### src/rtl/config_sequence_detector.sv
// ---------------------------------------------------------------------------
// config_sequence_detector
//
// Programmable Moore sequence detector. A sequence of up to DEPTH symbols,
// each W bits wide, is held in registers together with its active length
// LEN. The progress state k counts how many leading symbols of the sequence
// have been seen in a row on the qualified input stream; k == LEN is the
// match state. Every entry into the match state bumps a saturating match
// counter, and a sticky overflow flag records matches lost to saturation.
//
// Ports
//   clock        in   1            single clock, all state changes on posedge
//   reset_       in   1            asynchronous active-low reset
//   x            in   W            incoming symbol
//   valid        in   1            qualifies x
//   prog_we      in   1            write prog_sym into sequence slot prog_idx
//   prog_idx     in   clog2(DEPTH) slot index for the symbol write
//   prog_sym     in   W            symbol to write
//   len_we       in   1            write prog_len into the length register
//   prog_len     in   clog2(DEPTH+1) requested sequence length
//   clear        in   1            synchronous clear of match_count and ovf
//   z            out  1            match flag, high while k == LEN
//   level        out  clog2(DEPTH+1) current progress state k
//   match_count  out  CNT_W        saturating number of matches
//   ovf          out  1            sticky: match seen with match_count full
// ---------------------------------------------------------------------------
module config_sequence_detector #(
    parameter int                    W        = 2,
    parameter int                    DEPTH    = 4,
    parameter int                    CNT_W    = 8,
    parameter logic [DEPTH*W-1:0]    INIT_SEQ = 8'b00_10_01_11,
    parameter int                    INIT_LEN = 3,
    // Derived widths; not meant to be overridden.
    parameter int                    IDX_W    = (DEPTH > 1) ? $clog2(DEPTH) : 1,
    parameter int                    LEN_W    = $clog2(DEPTH + 1)
) (
    input  logic              clock,
    input  logic              reset_,
    input  logic [W-1:0]      x,
    input  logic              valid,
    input  logic              prog_we,
    input  logic [IDX_W-1:0]  prog_idx,
    input  logic [W-1:0]      prog_sym,
    input  logic              len_we,
    input  logic [LEN_W-1:0]  prog_len,
    input  logic              clear,
    output logic              z,
    output logic [LEN_W-1:0]  level,
    output logic [CNT_W-1:0]  match_count,
    output logic              ovf
);

    localparam logic [LEN_W-1:0] MAX_LEN   = LEN_W'(DEPTH);
    localparam logic [LEN_W-1:0] RESET_LEN = LEN_W'(INIT_LEN);

    // -----------------------------------------------------------------------
    // Helper functions
    // -----------------------------------------------------------------------

    // New length register value for a len_we strobe: zero is not a usable
    // length and leaves the register alone, oversized requests clamp.
    function automatic logic [LEN_W-1:0] clamp_len(
        input logic [LEN_W-1:0] req,
        input logic [LEN_W-1:0] cur
    );
        logic [LEN_W-1:0] res;
        if (req == '0) begin
            res = cur;
        end else if (req > MAX_LEN) begin
            res = MAX_LEN;
        end else begin
            res = req;
        end
        return res;
    endfunction

    // Saturating increment of the match counter.
    function automatic logic [CNT_W-1:0] sat_inc(input logic [CNT_W-1:0] v);
        logic [CNT_W-1:0] res;
        if (&v) begin
            res = v;
        end else begin
            res = v + CNT_W'(1);
        end
        return res;
    endfunction

    // -----------------------------------------------------------------------
    // State
    // -----------------------------------------------------------------------
    logic [W-1:0]      seq [DEPTH];
    logic [LEN_W-1:0]  len_q;
    logic [LEN_W-1:0]  k;

    // -----------------------------------------------------------------------
    // Next-state decode
    // -----------------------------------------------------------------------
    logic              prog_any;
    logic [W-1:0]      sym_at_k;
    logic              advance;
    logic              restart;
    logic [LEN_W-1:0]  k_next;
    logic              hit;

    always_comb begin
        prog_any = prog_we | len_we;

        // When k == DEPTH the low bits alias slot 0; advance is gated by
        // k < len_q (len_q <= DEPTH), so that aliased value is never used.
        sym_at_k = seq[k[IDX_W-1:0]];
        advance  = (k < len_q) && (x == sym_at_k);
        restart  = (x == seq[0]);

        k_next = k;
        if (prog_any) begin
            // Any programming strobe drops progress; the symbol is discarded.
            k_next = '0;
        end else if (valid) begin
            if (advance) begin
                k_next = k + LEN_W'(1);
            end else if (restart) begin
                k_next = LEN_W'(1);
            end else begin
                k_next = '0;
            end
        end

        hit = valid && !prog_any && (k_next == len_q);
    end

    // -----------------------------------------------------------------------
    // Registers
    // -----------------------------------------------------------------------
    always_ff @(posedge clock or negedge reset_) begin
        if (!reset_) begin
            k           <= '0;
            z           <= 1'b0;
            len_q       <= RESET_LEN;
            match_count <= '0;
            ovf         <= 1'b0;
            for (int i = 0; i < DEPTH; i++) begin
                seq[i] <= INIT_SEQ[i*W +: W];
            end
        end else begin
            k <= k_next;
            // Registered copy of (k == LEN) so z carries no path from x/valid.
            // A len_we forces k to 0 and the stored length is never 0, so
            // comparing against the old length is safe here.
            z <= !prog_any && (k_next == len_q);

            if (prog_we && (int'(prog_idx) < DEPTH)) begin
                seq[prog_idx] <= prog_sym;
            end
            if (len_we) begin
                len_q <= clamp_len(prog_len, len_q);
            end

            // Clear has priority over a simultaneous match.
            if (clear) begin
                match_count <= '0;
                ovf         <= 1'b0;
            end else if (hit) begin
                if (&match_count) begin
                    ovf <= 1'b1;
                end
                match_count <= sat_inc(match_count);
            end
        end
    end

    assign level = k;

endmodule

### config.mk
export PLATFORM = sky130hd
export DESIGN_NAME = config_sequence_detector
export DESIGN_NICKNAME = d
export VERILOG_FILES = /design/src/rtl/config_sequence_detector.sv
export SDC_FILE = /design/constraint.sdc
export NUM_CORES = 1
export LEC_CHECK = 0
export CAP_MARGIN = 10
export CORE_MARGIN = 3
export CORE_UTILIZATION = 55
export CTS_CLUSTER_DIAMETER = 50
export DETAILED_ROUTE_END_ITERATION = 16
export PLACE_DENSITY = 0.85
export SLEW_MARGIN = 30
export SYNTH_ARGS = -nofsm -noshare
export SYNTH_HDL_FRONTEND = slang
export SYNTH_SLANG_ARGS = --single-unit
export TNS_END_PERCENT = 10
### constraint.sdc
create_clock -name clock -period 7.05 [get_ports clock]
set_clock_uncertainty 0.2 [all_clocks]
set_input_delay 1.0575 -clock clock [delete_from_list [all_inputs] [get_ports clock]]
set_output_delay 1.0575 -clock clock [all_outputs]
set_load 0.01 [all_outputs]
Word level (Yosys, flattened, before mapping)
Cells that the tools add are included.

Logic and storage cells: 54. Register bits after elaboration: 24. Input port bits: 15. Output and inout bits: 13.

Add/subtract/negate cells: 2. Reduce and logical (&&, ||, !) cells: 13. Muxes and demuxes: 17. Bitwise gates (word level): 4. Order comparisons: 5. Equal/unequal tests: 4.

Operators with widths (number): 2-to-1 mux 8 bit (3); 2-to-1 mux 3 bit (4); adder 8 x 1 -> 8 bit, second input constant (1); bitwise mux 8 bit (1); AND reduction 8 bit (1); greater-or-equal comparator 3 bit, second input constant (2); 2-to-1 mux 2 bit (3); inverter 2 -> 3 bit (2); AND reduction 2 bit (3); logical AND 1 bit (5); binary-select mux 2 bit (select 2 bit) (1); demux 2 bit (select 2 bit) (1); equality test 2 bit (2); 2-to-1 mux 1 bit (4); nonzero test 2 bit (2); adder 3 x 1 -> 3 bit, second input constant (1); equality test 3 bit (1); greater-than comparator 3 bit, second input constant (1); logical NOT 3 bit (1); less-than comparator 3 x 1 -> 1 bit, second input constant (1); less-than comparator 3 bit (1); != test 2 bit, second input constant (1); logical NOT 1 bit (1); inverter 1 bit (1); OR 1 bit (1).

Logic depth before layout (Yosys ltp)
Gate-level depths: netlist of the first run.

Depth after elaboration: 13. Gate-level depth with buffers: 10. Mapped depth without buffers: 9.

Worst setup path after synthesis of the first run
Ideal clock, no wire load.

Kind: input-to-reg. Start point: input valid. End point: register match_count[0]. Stages: 7. Path buffers: 1. Data arrival time: 2940 ps. Required time: 6722 ps. Path slack: 3783 ps. Library setup time: 128 ps. Cell sequence: mux2_1 > o32ai_1 > a211oi_1 > a211o_1 > clkbuf_1 > nor4_2 > mux2_1.

Word-level cells in the longest chain between the ends: 6. Elaborated cells between the ends (all ways): 7. Those cells by class: eq/ne: 1; mux: 2; reduce/logical: 4.

RTL lines: from (decl) (line 40) `input logic valid,`; 2-to-1 mux 3 bit (line 118) `end else if (valid) begin`; 2-to-1 mux 3 bit (line 115) `if (prog_any) begin`; equality test 3 bit (line 128) `hit = valid && !prog_any && (k_next == len_q);`; logical AND 1 bit * (line 128); nonzero test 2 bit (no source line) *; AND reduction 2 bit (no source line) *; to (signal assigned) (line 166) `match_count <= sat_inc(match_count);`; to (decl) (line 49) `output logic [CNT_W-1:0] match_count,`.

Every way passes the cells marked *; elsewhere a longest branch is shown, timed or not. A chain may end at the register's enable or synchronous reset.

Final worst setup path of the first run
Ends and elaborated chain as after synthesis.

==> results of run 1 <==
==> area by class of cell <==
class | count | area (um2)
fill | 191 | 723
clock buffer | 4 | 36.3
inverter | 7 | 26.3
timing repair buffer | 27 | 265
multi-input combinational | 105 | 826
sequential | 24 | 608
tap | 30 | 37.5
==> registers in the layout (all words and copies together), names as in the netlist <==
name and cells:
ovf 1, seq 8, z 1, len_q 3, match_count 8, level 3
==> worst max-delay path, cell delays in order <==
cell and delay, ns:
clkdlybuf4s50_1 0.74, mux2_1 0.41, o32ai_1 0.37, a211oi_1 0.13, a211o_1 0.41, nor4_2 0.39, mux2_1 0.37
==> routing by layer <==
metal	track usage, %	wire length [um]
met5	0	0
met4	6.29	34
met3	2.45	182
met2	36.6	1620
met1	25.0	1310
==> stage by stage <==
step           instances  utilization, %  worst slack (ns)  area [um2]  hold slack, ns
3_3_place_gp         193            70.1              2.98        1770           0.285
5_1_grt              197            71.3              3.06        1800           0.353
6_report             197            71.3              3.17        1800           0.312
4_1_cts              197            71.3              3.22        1800           0.319
3_5_place_dp         193            69.9              2.86        1760           0.286
2_1_floorplan        141               -              3.78        1480           0.274
==> final timing paths <==
path,to
worst max-delay path,match_count[0]
max in group asynchronous,seq[4]
worst max register to register,match_count[0]
worst min register to register,ovf
worst min-delay path,ovf
min in group asynchronous,match_count[7]
==> power by group <==
group	total, mW	switching, mW	internal (mW)	leakage [nW]
Sequential	0.163	0.00963	0.154	0.303
Combinational	0.0681	0.0322	0.0359	0.421
Clock	0.0719	0.0404	0.0315	0.0210
==> kinds of logic after synthesis <==
logic type      after synthesis
compound gates               24
xor+xnor                      8
fa+ha+maj                     4
buf+inv                      12
flops                        24
mux                          16
simple gates                 53
==> Yosys cell counts (3+ instances only) <==
library cell | count | share of area [%]
and3_1 | 5 | 2.1
clkbuf_1 | 4 | 1.0
dfrtp_1 | 18 | 30
dfstp_2 | 6 | 11
ha_1 | 4 | 3.4
inv_1 | 7 | 1.8
mux2_1 | 5 | 3.8
mux2_2 | 8 | 6.1
nand2_1 | 9 | 2.3
nand3_1 | 4 | 1.4
nand4_1 | 5 | 2.1
nor2_1 | 10 | 2.5
nor2b_1 | 4 | 1.7
nor4_1 | 5 | 2.1
o21ai_0 | 3 | 1.0
o22ai_1 | 3 | 1.3
xnor2_1 | 5 | 3.0
xnor2_2 | 3 | 3.3
==> results.cfg, run 1 <==
[sta]
fmax_mhz = 258
final.setup.tns_ns = 0
slew_violations = 0
setup_viol = 0
hold_viol = 0
worst_pin_slew_ns = 0.546
min_period_over_period_pct = 55.0
period_minus_slack_ns = 3.88
rsz0062_at_grt = false
maxSlewHeadroom_pct = 63.6

[finish]
final_common_cell = clkdlybuf4s50_1
nets = 187
area_growth_pct = 21.7
num_antenna_cells = 0
final_cell_mix = clkdlybuf4s50_1, dfrtp_1, nor2_1
layout-drive-gt1-share_pct = 15.6

[route]
vias = 1217
drc_errors = 0
viasPerCell = 6.18
final_antenna_net_count = 0
drt-pass1-iter-count = 4
drt_iter0_drc = 58
wl_per_cell_um = 16.0
wirelength_mm = 3.15

[floorplanning]
initial_utilization_pct = 58.6
die_h_um = 57.9
rows = 18
die_area_um2 = 3350
die_x_um = 57.9
core-area_um2 = 2520
ios = 28

[critical_path]
critPathLaunchType = primary input
worstPathMaxFanout = 13
worstPathRequired_ns = 7.06
r2r_cells = 7
rr_startpoint = level[1]
worst_setup_path_end_kind = register
setup.worst_path.start = valid
path_class = primary input to register
crit_arrival_ns = 3.89
r2r_setup_slack_ns = 3.84

[power_and_ir_drop]
ir_drop_uv = 153
p_leak_nw = 0.745
finalPower_mw = 0.303
power_density_nw_per_um2 = 169

[worst_hold_path]
hold_path_class = register to register
holdPathStages = 1
min_from = ovf

[yosys]
synth_cell_type_count = 45
synthesis.nets = 160
synth_edf_count = 0
syn_inst = 141
synth_top_flop_cell = dfrtp_1
syn_area_per_cell_um2 = 10.5
synth_top_family_by_area = simple AND/OR/NAND/NOR gates
synth-simple-area-share_pct = 20.9
yosysSeqAreaShare_pct = 41.1
async_flop_share_pct = 100
synth.cell_area_um2 = 1480
yosys_warnings = 0
synthXorXnorAreaFrac_pct = 6.26
synth_compound_area_share_pct = 11.7
synthAdderAreaFrac_pct = 3.38
muxShareOfSynthArea_pct = 13.6
synth_seq_cells = 24

[clocking]
cts_made_buffers = 3
insertion_delay_ns = 0.31
cts-root-buf = clkbuf_4
clkSinkCount = 24
h-tree-depth = 1
postCtsHoldBufs = 0
cts_resized = 0
clk_pin_slew_ns = 0.13
clockBufferDepth = 2
cts_tree = done
postCtsSetupRepairBufs = 0

[grt]
grt_util_all_layers_pct = 20.2
grt_start_max_net_pins = 25
gr-total-overflow = 0
grt_pass1_wl_mm = 5.33
antenna_found_initial = 0
grt_pass1_vias = 1213

[placement]
dp_hpwl_mm = 2.38
io_buffers = 27
gp_congestion = 0.825

[job]
maxCapViolCount = 0

[run_status]
outcome = finished, final reports clean
Power figures use the tool's default switching activity.
==> inputs of run 2 (changes only) <==
CORE_UTILIZATION = 51   (was 55)
PLACE_DENSITY = 0.79   (was 0.85)
clock period = 4 ns   (was 7.05 ns; I/O delays follow)
==> results.cfg, run 2 (synthesis gave the netlist of run 1 again) <==
[route]
vias = 1204
drc_errors = 0
drt_iter0_drc = 52
wl_per_cell_um = 15.5
viasPerCell = 6.08
wirelength_mm = 3.06
drt-pass1-iter-count = 4
final_antenna_net_count = 0

[finish]
num_antenna_cells = 0
area_growth_pct = 22.2
fillers = 196
final_util_pct = 69.2
nets = 188
reg_top3 = match_count: 8 flops, seq: 8 flops
finalInstanceArea_um2 = 1810
multiInputGateArea_um2 = 826
final_common_cell = clkdlybuf4s50_1
final_cell_mix = clkdlybuf4s50_1, dfrtp_1, nor2_1
ff_latch_area_um2 = 608
layout-drive-gt1-share_pct = 16.1

[critical_path]
worst-path-buf-inv = 2
critPathLaunchType = primary input
rr_startpoint = level[0]
path_class = primary input to register
setup.worst_path.start = valid
r2r_cells = 7
cp.depth = 9
cp_cell_sequence = clkdlybuf4s50_1 > buf_4 > and2_1 > xnor2_1 > o32ai_1 > a211oi_1 > a211o_1 > nor4_2 > mux2_1
worst_setup_path_end_kind = register
worstPathRequired_ns = 4.01
crit_arrival_ns = 3.24
slowest_delay_ns = 0.48
path_delay_family = compound AO/OA/AOI/OAI gates
cpMaxStageDelayCell = clkdlybuf4s50_1
worstPathMaxFanout = 12

[grt]
antenna_found_initial = 0
grt_pass1_wl_mm = 4.97
grt_util_all_layers_pct = 18.1
gr-total-overflow = 0
grt_start_max_net_pins = 25
grt_pass1_vias = 1122

[floorplanning]
core-area_um2 = 2610
initial_utilization_pct = 56.6
die_h_um = 59.9
die_x_um = 59.9
die_area_um2 = 3580
rows = 18
ios = 28

[sta]
worst_pin_slew_ns = 0.529
final.setup.tns_ns = 0
rsz0062_at_grt = false
period_minus_slack_ns = 3.23
fmax_mhz = 310
min_period_over_period_pct = 80.7
slew_violations = 0
setup_viol = 0
hold_viol = 0
maxSlewHeadroom_pct = 64.7

[clocking]
clkSinkCount = 24
insertion_delay_ns = 0.32
clockBufferDepth = 2
clk_pin_slew_ns = 0.13
cts-root-buf = clkbuf_4
cts_made_buffers = 3
postCtsHoldBufs = 0
cts_tree = done
h-tree-depth = 1
postCtsSetupRepairBufs = 0
cts_resized = 0

[placement]
io_buffers = 27
gp_congestion = 0.820
place_area_um2 = 1770
dp_hpwl_mm = 2.29

[power_and_ir_drop]
ir_drop_uv = 242
p_leak_nw = 0.750
power_density_nw_per_um2 = 297

[worst_hold_path]
hold_path_class = primary input to async pin

[job]
maxCapViolCount = 0

[run_status]
outcome = finished, final reports clean
==> run 2: cell types whose count changed in the layout (fill, tap and decap cells not counted) <==
cell and change:
buf_4 +1
==> run 2: path summary, 6_finish.rpt <==
path	end	slack, ns
worst max-delay path	match_count[0]	0.77
worst min-delay path	len_q[2]	0.04
worst max register to register	match_count[0]	0.82
worst min register to register	ovf	0.31
max in group asynchronous	seq[3]	3.19
min in group clock	ovf	0.31
==> run 2: final cells by class <==
cell class	instances	area share [%]
multi-input cells	105	45.7
repair buffers	28	15.1
clock buffers	4	2.01
well taps	30	2.08
inverters	7	1.45
flip-flops and latches	24	33.7
==> run 2: worst register-to-register path, cell delays in order, from the launching register on <==
cell,delay [ns]
dfrtp_1,0.51
ha_1,0.37
mux2_1,0.34
o32ai_1,0.37
a211oi_1,0.13
a211o_1,0.42
nor4_2,0.38
mux2_1,0.35
==> run 2: metrics by stage <==
stage	std cells	power (mW)	setup slack, ns	hold WS (ns)
3_5_place_dp	194	0.413	0.438	0.284
2_1_floorplan	141	0.369	0.993	0.104
4_1_cts	198	0.545	0.783	0.0469
5_1_grt	198	0.566	0.656	0.0622
3_3_place_gp	194	0.409	0.550	0.281
6_report	198	0.537	0.771	0.0352
==> run 2: layer usage <==
| metal | wire length [um] | track usage (%) |
|---|---|---|
| met1 | 1370 | 24.7 |
| met2 | 1520 | 29.9 |
| met3 | 154 | 2.16 |
| met4 | 19 | 5.70 |
| met5 | 0 | 0 |
==> run 2: power by group <==
group | internal [mW] | switching [mW] | leakage [nW] | total, mW
clock | 0.0556 | 0.0738 | 0.0210 | 0.129
combinational | 0.0637 | 0.0576 | 0.426 | 0.121
sequential | 0.271 | 0.0161 | 0.303 | 0.287
total | 0.390 | 0.147 | 0.750 | 0.537
